[src/rtl/axi_master_port.sv]
//==============================================================================
// Module   : axi_master_port
// Purpose  : Serialised core-request to AXI4 master bridge (single/INCR burst).
//            Optional sticky error flag enabled by AXI_MASTER_ERR_STICKY_EN.
// Revision : 1.0
//==============================================================================
`default_nettype none

`ifndef AXI_ID_BITS
`define AXI_ID_BITS 4
`endif
`ifndef AXI_ADDR_BITS
`define AXI_ADDR_BITS 32
`endif
`ifndef AXI_DATA_BITS
`define AXI_DATA_BITS 32
`endif
`ifndef AXI_STRB_BITS
`define AXI_STRB_BITS 4
`endif
`ifndef AXI_LEN_BITS
`define AXI_LEN_BITS 4
`endif
`ifndef AXI_SIZE_BITS
`define AXI_SIZE_BITS 3
`endif

module axi_master_port #(
   parameter logic [`AXI_ID_BITS-1:0] MASTER_ID = 4'd0
) (
   input  logic                       clk,
   input  logic                       rst,
   input  logic                       req_valid,
   output logic                       req_ready,
   input  logic                       req_write,
   input  logic [`AXI_ADDR_BITS-1:0]  req_addr,
   input  logic [`AXI_LEN_BITS-1:0]   req_len,
   input  logic [`AXI_DATA_BITS-1:0]  wd_data,
   input  logic [`AXI_STRB_BITS-1:0]  wd_strb,
   input  logic                       wd_valid,
   output logic                       wd_ready,
   output logic [`AXI_DATA_BITS-1:0]  rd_data,
   output logic                       rd_last,
   output logic                       rd_valid,
   input  logic                       rd_ready,
   output logic                       done,
   output logic                       err,
   input  logic                       err_clr,
   output logic [`AXI_ID_BITS-1:0]    ARID_M,
   output logic [`AXI_ADDR_BITS-1:0]  ARADDR_M,
   output logic [`AXI_LEN_BITS-1:0]   ARLEN_M,
   output logic [`AXI_SIZE_BITS-1:0]  ARSIZE_M,
   output logic [1:0]                 ARBURST_M,
   output logic                       ARVALID_M,
   input  logic                       ARREADY_M,
   input  logic [`AXI_ID_BITS-1:0]    RID_M,
   input  logic [`AXI_DATA_BITS-1:0]  RDATA_M,
   input  logic [1:0]                 RRESP_M,
   input  logic                       RLAST_M,
   input  logic                       RVALID_M,
   output logic                       RREADY_M,
   output logic [`AXI_ID_BITS-1:0]    AWID_M,
   output logic [`AXI_ADDR_BITS-1:0]  AWADDR_M,
   output logic [`AXI_LEN_BITS-1:0]   AWLEN_M,
   output logic [`AXI_SIZE_BITS-1:0]  AWSIZE_M,
   output logic [1:0]                 AWBURST_M,
   output logic                       AWVALID_M,
   input  logic                       AWREADY_M,
   output logic [`AXI_DATA_BITS-1:0]  WDATA_M,
   output logic [`AXI_STRB_BITS-1:0]  WSTRB_M,
   output logic                       WLAST_M,
   output logic                       WVALID_M,
   input  logic                       WREADY_M,
   input  logic [`AXI_ID_BITS-1:0]    BID_M,
   input  logic [1:0]                 BRESP_M,
   input  logic                       BVALID_M,
   output logic                       BREADY_M
);

   typedef enum logic [2:0] {
      S_IDLE  = 3'd0,
      S_RADDR = 3'd1,
      S_RDATA = 3'd2,
      S_WADDR = 3'd3,
      S_WDATA = 3'd4,
      S_WRESP = 3'd5
   } state_t;

   state_t                     state_q, state_d;
   logic [`AXI_ADDR_BITS-1:0]  addr_q, addr_d;
   logic [`AXI_LEN_BITS-1:0]   len_q, len_d;
   logic [`AXI_LEN_BITS-1:0]   beat_cnt_q, beat_cnt_d;

   always_ff @(posedge clk or posedge rst) begin
      if (rst) begin
         state_q    <= S_IDLE;
         addr_q     <= '0;
         len_q      <= '0;
         beat_cnt_q <= '0;
      end else begin
         state_q    <= state_d;
         addr_q     <= addr_d;
         len_q      <= len_d;
         beat_cnt_q <= beat_cnt_d;
      end
   end

   always_comb begin
      state_d    = state_q;
      addr_d     = addr_q;
      len_d      = len_q;
      beat_cnt_d = beat_cnt_q;
      req_ready  = 1'b0;
      wd_ready   = 1'b0;
      rd_data    = '0;
      rd_last    = 1'b0;
      rd_valid   = 1'b0;
      done       = 1'b0;
      ARID_M     = '0;
      ARADDR_M   = '0;
      ARLEN_M    = '0;
      ARSIZE_M   = '0;
      ARBURST_M  = 2'b00;
      ARVALID_M  = 1'b0;
      RREADY_M   = 1'b0;
      AWID_M     = '0;
      AWADDR_M   = '0;
      AWLEN_M    = '0;
      AWSIZE_M   = '0;
      AWBURST_M  = 2'b00;
      AWVALID_M  = 1'b0;
      WDATA_M    = '0;
      WSTRB_M    = '0;
      WLAST_M    = 1'b0;
      WVALID_M   = 1'b0;
      BREADY_M   = 1'b0;
      case (state_q)
         S_IDLE: begin
            req_ready = 1'b1;
            if (req_valid) begin
               addr_d  = req_addr;
               len_d   = req_len;
               state_d = req_write ? S_WADDR : S_RADDR;
            end
         end
         S_RADDR: begin
            ARVALID_M = 1'b1;
            ARID_M    = MASTER_ID;
            ARADDR_M  = addr_q;
            ARLEN_M   = len_q;
            ARSIZE_M  = 3'b010;
            ARBURST_M = 2'b01;
            if (ARREADY_M) state_d = S_RDATA;
         end
         S_RDATA: begin
            // Pure passthrough so the core sees R beats with no added latency.
            rd_valid = RVALID_M;
            rd_data  = RDATA_M;
            rd_last  = RLAST_M;
            RREADY_M = rd_ready;
            if (RVALID_M && rd_ready && RLAST_M) begin
               done    = 1'b1;
               state_d = S_IDLE;
            end
         end
         S_WADDR: begin
            AWVALID_M = 1'b1;
            AWID_M    = MASTER_ID;
            AWADDR_M  = addr_q;
            AWLEN_M   = len_q;
            AWSIZE_M  = 3'b010;
            AWBURST_M = 2'b01;
            if (AWREADY_M) state_d = S_WDATA;
         end
         S_WDATA: begin
            WVALID_M = wd_valid;
            WDATA_M  = wd_data;
            WSTRB_M  = wd_strb;
            WLAST_M  = (beat_cnt_q == len_q);
            wd_ready = WREADY_M;
            if (wd_valid && WREADY_M) begin
               if (beat_cnt_q == len_q) begin
                  beat_cnt_d = '0;
                  state_d    = S_WRESP;
               end else begin
                  beat_cnt_d = beat_cnt_q + `AXI_LEN_BITS'(1);
               end
            end
         end
         S_WRESP: begin
            BREADY_M = 1'b1;
            if (BVALID_M) begin
               done    = 1'b1;
               state_d = S_IDLE;
            end
         end
         default: state_d = S_IDLE;
      endcase
   end

`ifdef AXI_MASTER_ERR_STICKY_EN
   logic err_q, err_d;
   logic unused_ok;

   // A new error in the same cycle as a clear request takes priority.
   always_comb begin
      err_d = err_q;
      if (err_clr) err_d = 1'b0;
      if ((state_q == S_RDATA && RVALID_M && rd_ready && RRESP_M != 2'b00) ||
          (state_q == S_WRESP && BVALID_M && BRESP_M != 2'b00))
         err_d = 1'b1;
   end

   always_ff @(posedge clk or posedge rst) begin
      if (rst) err_q <= 1'b0;
      else     err_q <= err_d;
   end

   assign err       = err_q;
   assign unused_ok = ^{RID_M, BID_M};
`else
   logic unused_ok;
   assign err       = 1'b0;
   assign unused_ok = ^{RID_M, BID_M, RRESP_M, BRESP_M, err_clr};
`endif

endmodule

`default_nettype wire
[config.mk]
export PLATFORM = sky130hd
export DESIGN_NAME = axi_master_port
export DESIGN_NICKNAME = d
export VERILOG_FILES = /design/src/rtl/axi_master_port.sv
export SDC_FILE = /design/constraint.sdc
export NUM_CORES = 1
export LEC_CHECK = 0
export BUFFER_PORTS_ARGS = -buffer_cell sky130_fd_sc_hd__clkbuf_2
export CAP_MARGIN = 10
export CORE_AREA = 2 2 117 119
export DETAILED_ROUTE_END_ITERATION = 10
export DIE_AREA = 0 0 119 121
export GPL_ROUTABILITY_DRIVEN = 1
export SLEW_MARGIN = 20
export SYNTH_ARGS = -nofsm -noshare
export SYNTH_HDL_FRONTEND = slang
export SYNTH_SLANG_ARGS = --single-unit
[constraint.sdc]
create_clock -name clk -period 3.8 [get_ports clk]
set_clock_uncertainty 0.15 [all_clocks]
set_input_delay 0 -clock clk [delete_from_list [all_inputs] [get_ports clk]]
set_output_delay 0 -clock clk [all_outputs]
set_load 0.05 [all_outputs]
==> results.rst, run 1 <==
.. list-table::
   :header-rows: 1

   * - Metric
     - Value
   * - Shortest clock period the worst path allows after layout
     - roughly 2500 ps
   * - Clock network power share
     - 11.2%
   * - Final setup TNS
     - 0 ps
   * - Clock tree root buffer cell
     - clkbuf_16
   * - Max VDD drop
     - 0.350 mV
   * - Worst hold slack after final layout
     - 41.8 ps
   * - Avg Cell Area, Syn
     - around 10 um2
   * - Remaining antenna violation count after routing
     - 0
   * - Layout Cells excl Fill
     - 789
   * - LEAKAGE
     - 2.83 nW
   * - Class of the worst hold path
     - in -> reg
   * - Synth Area in XOR/XNOR
     - 1.11%
   * - Complex-gate fraction of the synthesized area
     - under 10%
   * - Initial Utilization
     - 24.2%
   * - Final weighted congestion of routability-driven global placement
     - between 0.7 and 0.8
   * - Final worst-path cycle share
     - 66.1%
   * - Combined flip-flop and latch cell area
     - 1080 um2
   * - Gate family responsible for the most delay along the worst path
     - simple AND/OR/NAND/NOR gates
   * - Sink count of the clock tree
     - 43
   * - Number of hold-slack violations in the final timing report
     - 0
   * - Wire length after detailed routing
     - 10.2 mm
   * - I/O Buffers
     - 270
   * - Std cell rows
     - 42
   * - Startpoint kind of the worst setup timing path
     - register
   * - Vias in the first global route
     - 3176
   * - Multiplexer share of the synthesized area
     - roughly 17%
   * - Proportion of power drawn by flip-flops and latches
     - about a fifth
   * - Synth Cell Area
     - about 3200 um2
   * - Largest area contributor in the netlist
     - dfrtp_1
   * - Fraction of the yosys area taken by sequential cells
     - between 30% and 40%
   * - Vias per Instance
     - 4.04
   * - Cells along the critical path
     - and3b_1, buf_4, and2_1, clkbuf_2
   * - Placed Cells
     - approximately 740
   * - Post-synthesis simple-gate area fraction
     - roughly a third
   * - First-pass GRT wire length
     - 15.5 mm
   * - Synth Warn #
     - 0
   * - Via Count
     - 3187
   * - Post-synthesis cell count
     - 317
   * - Layout Area Growth over Synthesis
     - 60.4%
   * - DRC violations left
     - 0
   * - Max capacitance violation total
     - 0
   * - Clock-pin transition on the worst setup and hold timing paths
     - 60 ps
   * - Combined area of the multi-input logic cells
     - 1800 um2
   * - DPL Wire Length
     - approximately 7.7 mm
   * - RSZ-0062 raised after global routing
     - no
   * - WL per Instance
     - 12.9 um
   * - Most area-consuming cells after synthesis
     - dfrtp_1 34%, and2_1 29%, mux2_4 14%, buf_4 4.5%, mux2_2 2.8%
   * - Worst-skew pair later-pin latency
     - 280 ps
   * - Overall track demand over capacity in global routing
     - 13.4%
   * - Final worst slack
     - approximately 1300 ps
   * - Pre-CTS setup slack
     - 1500 ps
   * - Post-synthesis share of cell area spent on full adders, half adders and majority gates
     - 0.395%
   * - Internal power summed over all cells
     - 0.00196 W
   * - Combinational family with the most area after synthesis
     - simple AND/OR/NAND/NOR gates
   * - Vertical die dimension
     - roughly 120 um
   * - H-tree Lvls
     - 2
   * - Sum of buffers and inverters on the critical path
     - 2
   * - Combinational power share
     - about two thirds
   * - Flip-flop and latch count after synthesis
     - 43
   * - Core region area
     - about 13000 um2
   * - CTS tree
     - built
   * - CP required
     - 3650 ps
   * - Die footprint
     - 14400 um2
   * - Final global-route overflow total
     - 0
   * - Number of CTS-inserted buffers
     - 5
   * - Sw power
     - 0.00248 W
   * - Slew @ Worst Pin
     - 911 ps
   * - Delay of the slowest critical-path stage
     - 640 ps
   * - Worst Setup End Kind
     - primary output
   * - Critical path class
     - reg -> out
   * - Number of buffers on the longest clock path
     - 2
   * - Initial antenna violation count
     - 0
   * - Drt pass-1 iters
     - 6
   * - Number of library cell types mapped by synthesis
     - 35
   * - Fraction of final layout cells with drive strength greater than 1
     - 53.2%
   * - Pin count of the biggest net entering global routing
     - 44
   * - DRT iter0 DRCs
     - 70
   * - Worst-path cell with the longest stage delay
     - dfrtp_1
   * - Layout filler cell count
     - 1286
   * - Antenna diodes
     - 0
   * - Fin area
     - 5080 um2
   * - FMAX
     - between 0.3 and 0.4 GHz
   * - Count of final setup violators
     - 0
   * - Worst path arrival time
     - 2360 ps
   * - Die X
     - 119 um
   * - Worst slew margin relative to its limit
     - 39.2%
   * - Final Net Count
     - ~740
   * - Critical path fanouts, max
     - 25
   * - Result of the run
     - finished, final reports clean
   * - Pwr per Cell Area
     - 874 nW/um2
   * - Sw Share
     - 55.8%
   * - Final max-slew violation count
     - 0
   * - Share of Yosys cell area claimed by the top area cell type
     - 34.0%
   * - Count of cells resized by post-cts repair
     - 0
   * - Number of top-level pins
     - 299
   * - Area of placed instances
     - 4510 um2
## synth_stat cells
master / instances
conb_1: 1
nand2b_4: 1
a32oi_1: 1
buf_4: 19
mux2_2: 8
mux2_4: 29
and2_1: 145
nor3b_4: 2
o22ai_1: 2
buf_2: 2
nor3_1: 1
o21ai_0: 3
nand3_1: 3
nor3b_2: 1
clkbuf_2: 1
ha_1: 1
nor3_4: 1
inv_1: 8
and3b_1: 1
nor2_1: 2
buf_12: 4
nor2b_1: 2
nand2_1: 7
a21oi_1: 3
nand4_1: 2
o211ai_1: 1
mux2i_1: 1
dfrtp_1: 43
nand2b_1: 1
and2_4: 1
clkbuf_1: 11
nor4_1: 1
a22o_1: 1
xnor2_1: 4
buf_6: 3
## cells by family (layout without fill, tap and decap cells)
kind of cell             count (synthesis)  after routing
AND/OR/NAND/NOR                        171            171
buffers and inverters                   48            330
flip-flops                              43             43
multiplexers                            38             38
AO/OA/AOI/OAI                           11             11
XOR/XNOR                                 4              4
adder cells (fa/ha/maj)                  1              1
other                                    1             15
## worst paths after layout
path / from / end / slack [ps] / depth (start not counted)
setup / recovery: state_q[1] / AWADDR_M[16] / 1290 / 4
hold / removal: WREADY_M / beat_cnt_q[1] / 40 / 3
setup reg to reg: state_q[2] / beat_cnt_q[2] / 1500 / 5
hold reg to reg: addr_q[16] / addr_q[16] / 370 / 1
max in group asynchronous: rst / addr_q[9] / 2620 / 3
min in group asynchronous: rst / addr_q[31] / 320 / 3
## power by group through the flow
stage	logic (W)	registers (W)	clock network, W
after floorplan	0.00260	0.000808	0
after global placement	0.00300	0.000904	0
after detailed placement	0.00301	0.000922	0
after CTS	0.00306	0.000916	0.000521
after global routing	0.00321	0.000955	0.000535
final	0.00303	0.000914	0.000498
## tightest hold or removal path: stages
cell and delay [ps]:
clkbuf_2 90, nand3_1 210, o21ai_0 130
## cell type report
| cell class | instances | area share (%) |
|---|---|---|
| sequential | 43 | 21.2 |
| clock buffer | 6 | 2.73 |
| multi-input combinational | 240 | 35.5 |
| timing repair buffer | 314 | 35.0 |
| clock inverter | 2 | 0.689 |
| inverter | 8 | 0.591 |
| tap | 176 | 4.33 |
## flip-flops by register name (all words and copies together), names as in the netlist
| name | cells |
|---|---|
| len_q | 4 |
| state_q | 3 |
| addr_q | 32 |
| beat_cnt_q | 4 |
## cell usage in the layout (no fill, tap or decap), types with 5 or more instances in the layout
cell type and instances:
dlygate4sd3_1 40, clkbuf_2 270, mux2_4 29, mux2_2 8, nand2_1 7, dfrtp_1 43
conb_1 15, and2_1 145, clkbuf_16 5, inv_1 7
## routing by layer
layer  wire length (um)  track usage (%)
met1               4190             15.9
met2               5320             25.4
met3                621             1.97
met4                 55             3.05
met5                  0                0
## through the flow
step                      utilization (%)  power [W]
after floorplan                         -    0.00341
after global placement               34.5    0.00390
after detailed placement             34.5    0.00393
after CTS                            38.9    0.00450
after global routing                 38.9    0.00470
final                                38.9    0.00444
## what timing repair did
item	CTS	global route
setup endpoints to repair	0	0
hold endpoints to repair	81	0
hold buffers	40	0
buffers inserted	0	0
No activity file was read; power rests on OpenSTA's default activity.
==> run 2, diff against run 1 <==
Settings changed: CORE_AREA 2 2 117 119 to 2 2 115 117, DIE_AREA 0 0 119 121 to 0 0 117 119.
Clock period 3.8 ns to 2.15 ns, I/O delays scaled along.
==> results.rst, run 2 (same netlist as run 1, synthesis figures left out) <==
.. list-table::
   :header-rows: 1

   * - Metric
     - Value
   * - Layout filler cell count
     - 1225
   * - Largest registers
     - addr_q x32, beat_cnt_q x4, len_q x4
   * - Pwr per Cell Area
     - ~1500 nW/um2
   * - Final setup TNS
     - 0 ps
   * - Buffers inserted by post-CTS timing repair
     - 0
   * - Startpoint kind of the worst setup timing path
     - register
   * - H-tree Lvls
     - 2
   * - Number of buffers on the longest clock path
     - 2
   * - Fin area
     - 5690 um2
   * - Worst-path cell with the longest stage delay
     - dfrtp_2
   * - CP required
     - 2000 ps
   * - Overall track demand over capacity in global routing
     - 14.2%
   * - Max VDD drop
     - 0.657 mV
   * - Result of the run
     - finished, final reports clean
   * - Sum of buffers and inverters on the critical path
     - 2
   * - Core region area
     - roughly 13000 um2
   * - Initial Utilization
     - between 20 and 25%
   * - Max reg flops
     - 32
   * - WL per Instance
     - 13.1 um
   * - FMAX
     - between 0.5 and 0.6 GHz
   * - Delay of the slowest critical-path stage
     - 490 ps
   * - Wire length after detailed routing
     - 10.4 mm
   * - Vias in the first global route
     - 3245
   * - I/O Buffers
     - 270
   * - Max capacitance violation total
     - 0
   * - Highest-count cells in the layout ignoring fill and taps
     - 232 x clkbuf_2, 145 x and2_1, 40 x dfrtp_1, 39 x dlygate4sd3_1, 39 x buf_12
   * - Clock-pin transition on the worst setup and hold timing paths
     - 60 ps
   * - Clock tree root buffer cell
     - clkbuf_16
   * - Std cell rows
     - 42
   * - End-of-flow core utilization
     - 44.2%
   * - Die footprint
     - roughly 14000 um2
   * - Worst path arrival time
     - approximately 1800 ps
   * - Remaining antenna violation count after routing
     - 0
   * - Number of top-level pins
     - 299
   * - Worst-skew pair later-pin latency
     - approximately 280 ps
   * - Class of the worst hold path
     - in -> reg
   * - RSZ-0062 raised after global routing
     - no
   * - DPL Wire Length
     - 8.19 mm
   * - Total power
     - 0.00869 W
   * - DRC violations left
     - 0
   * - Drt pass-1 iters
     - 4
   * - DRT iter0 DRCs
     - 88
   * - Worst Setup End Kind
     - primary output
   * - Final global-route overflow total
     - 0
   * - Final Net Count
     - between 700 and 800
   * - Number of hold-slack violations in the final timing report
     - 0
   * - Sink count of the clock tree
     - 43
   * - Leading cell type in the layout, fill and taps excluded
     - clkbuf_2
   * - Slew @ Worst Pin
     - between 900 and 1000 ps
   * - Antenna diodes
     - 0
   * - Critical path fanouts, max
     - 25
   * - Final max-slew violation count
     - 0
   * - First-pass GRT wire length
     - 15.6 mm
   * - Pin count of the biggest net entering global routing
     - 44
   * - Final weighted congestion of routability-driven global placement
     - between 0.7 and 0.8
   * - CTS tree
     - built
   * - Via Count
     - 3247
   * - Gate family responsible for the most delay along the worst path
     - buffers and inverters
   * - Layout Area Growth over Synthesis
     - 79.6%
   * - Shortest clock period the worst path allows after layout
     - 1990 ps
   * - Die X
     - 117 um
   * - Register bank with the most flops
     - addr_q
   * - Number of CTS-inserted buffers
     - 5
   * - Vertical die dimension
     - roughly 120 um
   * - Area of placed instances
     - 5120 um2
   * - Count of final setup violators
     - 0
   * - Fraction of final layout cells with drive strength greater than 1
     - between 50% and 60%
   * - LEAKAGE
     - 2.99 nW
   * - Cells along the critical path
     - and3b_1, buf_4, and2_1, clkbuf_2
   * - Vias per Instance
     - 4.10
   * - Critical path class
     - reg -> out
   * - Worst slew margin relative to its limit
     - 38.1%
   * - Final worst-path cycle share
     - around 90%
   * - Initial antenna violation count
     - 0
## run 2: cell types whose count changed in the layout (fill, tap and decap cells not counted)
cell	before	now
buf_12	0	39
buf_4	4	7
dfrtp_2	0	3
clkbuf_2	270	232
dfrtp_1	43	40
dlygate4sd3_1	40	39
## run 2: worst paths after layout
check,cells after the start,slack (ps),to,startpoint
min in group asynchronous,3,310,addr_q[25],rst
worst max-delay path,4,160,AWADDR_M[16],state_q[2]
max in group asynchronous,3,910,state_q[0],rst
worst min-delay path,4,6,state_q[1],req_write
worst max register to register,4,360,addr_q[7],state_q[2]
worst min register to register,1,370,addr_q[31],addr_q[31]
## run 2: tightest hold or removal path: cells and delay by family
family	cells	cell delay, ps
buffers and inverters	1	90
muxes	1	160
and+or+nand+nor	2	160
## run 2: cell type report
class / count / area [um2] / share of cell area (%)
Clock buffer: 6 / 139 / 2.44
Clock inverter: 2 / 35.0 / 0.616
Inverter: 8 / 30.0 / 0.528
Multi-Input combinational cell: 240 / 1800 / 31.7
Sequential cell: 43 / 1080 / 19.0
Tap cell: 176 / 220 / 3.87
Timing Repair Buffer: 317 / 2380 / 41.9
## run 2: per-layer routing
metal	vias up	track usage [%]	wire length, um
met5	-	0	0
met4	0	4.12	154
met3	11	3.36	760
met2	168	27.0	5440
met1	1512	15.3	4010
li1	1556	-	-
## run 2: through the flow
stage	std cells	hold slack (ps)	setup WS [ps]
detailed placement	745	87.3	276
finish	792	5.91	155
global placement	745	78.6	329
global route	792	50.5	25.6
CTS	792	5.54	56.7
floorplan	331	-10.3	91.0
## run 2: report_power, final
group          internal, W  switching (W)
combinational      0.00236        0.00383
clock             0.000577       0.000301
sequential         0.00122       0.000401
total              0.00416        0.00453
## run 2: repair_timing
| action | CTS | global route |
|---|---|---|
| hold buffers | 39 | 0 |
| hold endpoints to repair | 80 | 0 |
| endpoints found under the setup margin | 4 | 36 |
| resized for setup | 2 | 1 |
==> run 3, diff against run 2 <==
Settings changed: CORE_AREA 2 2 115 117 to 2 2 116 118, DIE_AREA 0 0 117 119 to 0 0 118 120.
==> results.rst, run 3 (same netlist as run 1, synthesis figures left out) <==
.. list-table::
   :header-rows: 1

   * - Metric
     - Value
   * - Result of the run
     - finished, final reports clean
   * - Number of hold-slack violations in the final timing report
     - 0
   * - Critical path fanouts, max
     - 25
   * - Clock-pin transition on the worst setup and hold timing paths
     - around 60 ps
   * - Final weighted congestion of routability-driven global placement
     - 0.761
   * - Die footprint
     - 14200 um2
   * - Number of CTS-inserted buffers
     - 5
   * - Sw Share
     - 53.1%
   * - Antenna diodes
     - 0
   * - FMAX
     - ~0.48 GHz
   * - Number of buffers on the longest clock path
     - 2
   * - Max reg flops
     - 32
   * - Count of final setup violators
     - 0
   * - Register bank with the most flops
     - addr_q
   * - First-pass GRT wire length
     - 15.6 mm
   * - Initial antenna violation count
     - 0
   * - Final setup TNS
     - 0 ps
   * - Std cell rows
     - 42
   * - DRC violations left
     - 0
   * - Remaining antenna violation count after routing
     - 0
   * - RSZ-0062 raised after global routing
     - no
   * - I/O Buffers
     - 270
   * - Combinational power share
     - 72.7%
   * - End-of-flow core utilization
     - a little over two fifths
   * - Max capacitance violation total
     - 0
   * - Clock tree root buffer cell
     - clkbuf_16
   * - Layout Cells excl Fill
     - slightly below 800
   * - Proportion of power drawn by flip-flops and latches
     - 18.5%
   * - Final global-route overflow total
     - 0
   * - Internal power summed over all cells
     - between 0.003 and 0.004 W
   * - Pin count of the biggest net entering global routing
     - 44
   * - Initial Utilization
     - 24.4%
   * - DRT iter0 DRCs
     - 109
   * - Highest-count cells in the layout ignoring fill and taps
     - 241 x clkbuf_2, 145 x and2_1, 42 x dfrtp_1, 39 x dlygate4sd3_1, 31 x buf_12
   * - CTS tree
     - built
   * - Vias in the first global route
     - 3158
   * - Number of top-level pins
     - around 300
   * - Pwr per Cell Area
     - 1510 nW/um2
   * - Die X
     - 118 um
   * - Max VDD drop
     - 0.703 mV
   * - Leading cell type in the layout, fill and taps excluded
     - clkbuf_2
   * - Fraction of final layout cells with drive strength greater than 1
     - 54.2%
   * - Worst path arrival time
     - 2090 ps
   * - Clock network power share
     - between 8 and 9%
   * - Sink count of the clock tree
     - 43
   * - Critical path class
     - reg -> reg
   * - CP required
     - 2160 ps
   * - Layout filler cell count
     - 1268
   * - Drt pass-1 iters
     - 4
   * - Worst-skew pair later-pin latency
     - around 270 ps
   * - DPL Wire Length
     - about 8 mm
   * - Wire length after detailed routing
     - 10.1 mm
   * - Final worst-path cycle share
     - a little over nine tenths
   * - Class of the worst hold path
     - in -> reg
   * - Overall track demand over capacity in global routing
     - 13.5%
   * - Final max-slew violation count
     - 0
   * - Shortest clock period the worst path allows after layout
     - 2080 ps
   * - Final Net Count
     - 750
   * - LEAKAGE
     - 2.98 nW
   * - Vias per Instance
     - approximately 4
   * - Startpoint kind of the worst setup timing path
     - register
   * - Via Count
     - roughly 3200
   * - WL per Instance
     - around 13 um
   * - Core region area
     - 13000 um2
   * - Sw power
     - 0.00449 W
   * - Worst Setup End Kind
     - register
   * - Layout Area Growth over Synthesis
     - 76.4%
   * - Placed Cells
     - 749
   * - Largest registers
     - addr_q x32, beat_cnt_q x4, len_q x4
   * - H-tree Lvls
     - 2
   * - Vertical die dimension
     - approximately 120 um
-- run 3: cell types whose count changed in the layout (fill, tap and decap cells not counted) --
cell / change
dfrtp_1: +2
buf_6: +2
buf_12: -8
dfrtp_2: -2
nor3b_2: -1
buf_4: +2
o21ai_0: -1
nor3b_4: +1
bufinv_16: -1
o21ai_2: +1
clkbuf_2: +9
-- run 3: power groups by stage --
| stage | combinational [W] | sequential, W | clock (W) |
|---|---|---|---|
| after floorplan | 0.00460 | 0.00143 | 0 |
| after global placement | 0.00600 | 0.00156 | 0 |
| after detailed placement | 0.00605 | 0.00158 | 0 |
| after CTS | 0.00614 | 0.00157 | 0.000776 |
| after global routing | 0.00645 | 0.00164 | 0.000811 |
| final | 0.00615 | 0.00156 | 0.000741 |
-- run 3: through the flow --
stage	setup WS [ps]	instance area, um2	power (W)	hold slack (ps)
after floorplan	91.0	3220	0.00603	-10.3
after global placement	335	5030	0.00756	-114
after detailed placement	293	5030	0.00763	-113
after CTS	36.2	5570	0.00849	4.56
after global routing	16.9	5590	0.00890	37.8
final	71.4	5590	0.00845	19.7
-- run 3: worst max-delay path, stage by stage, from the launching register on --
cell and delay, ps:
dfrtp_1 410, buf_4 190, and3b_1 210, buf_4 210, a22o_1 240, dlygate4sd3_1 540
-- run 3: area by class of cell --
type                       instances  area (um2)  share of cell area (%)
sequential                        43        1080                    19.3
tap                              176         220                    3.94
clock inverter                     1        5.00                  0.0895
inverter                           8        30.0                   0.537
clock buffer                       6         139                    2.48
multi-input combinational        240        1810                    32.4
timing repair buffer             322        2310                    41.3
-- run 3: timing repair --
item	CTS	global route
gates resized for setup	0	8
hold endpoints to repair	80	0
setup endpoints to repair	0	30
hold buffers	39	0
buffers inserted	0	0
-- run 3: path summary, 6_finish.rpt --
path / end / cells after the start / slack [ps] / start
max in group asynchronous: state_q[0] / 4 / 1480 / rst
hold reg to reg: addr_q[14] / 1 / 370 / addr_q[14]
setup reg to reg: state_q[2] / 5 / 70 / state_q[2]
setup / recovery: state_q[2] / 5 / 70 / state_q[2]
hold / removal: state_q[0] / 4 / 20 / ARREADY_M
min in group asynchronous: addr_q[26] / 4 / 150 / rst
-- run 3: metal layers --
layer	share of wire [%]	routed length, um	global-route usage, %
met5	0	0	0
met4	0.71	72	2.79
met1	38	3890	15.1
met3	8.2	835	3.94
met2	53	5330	25.2
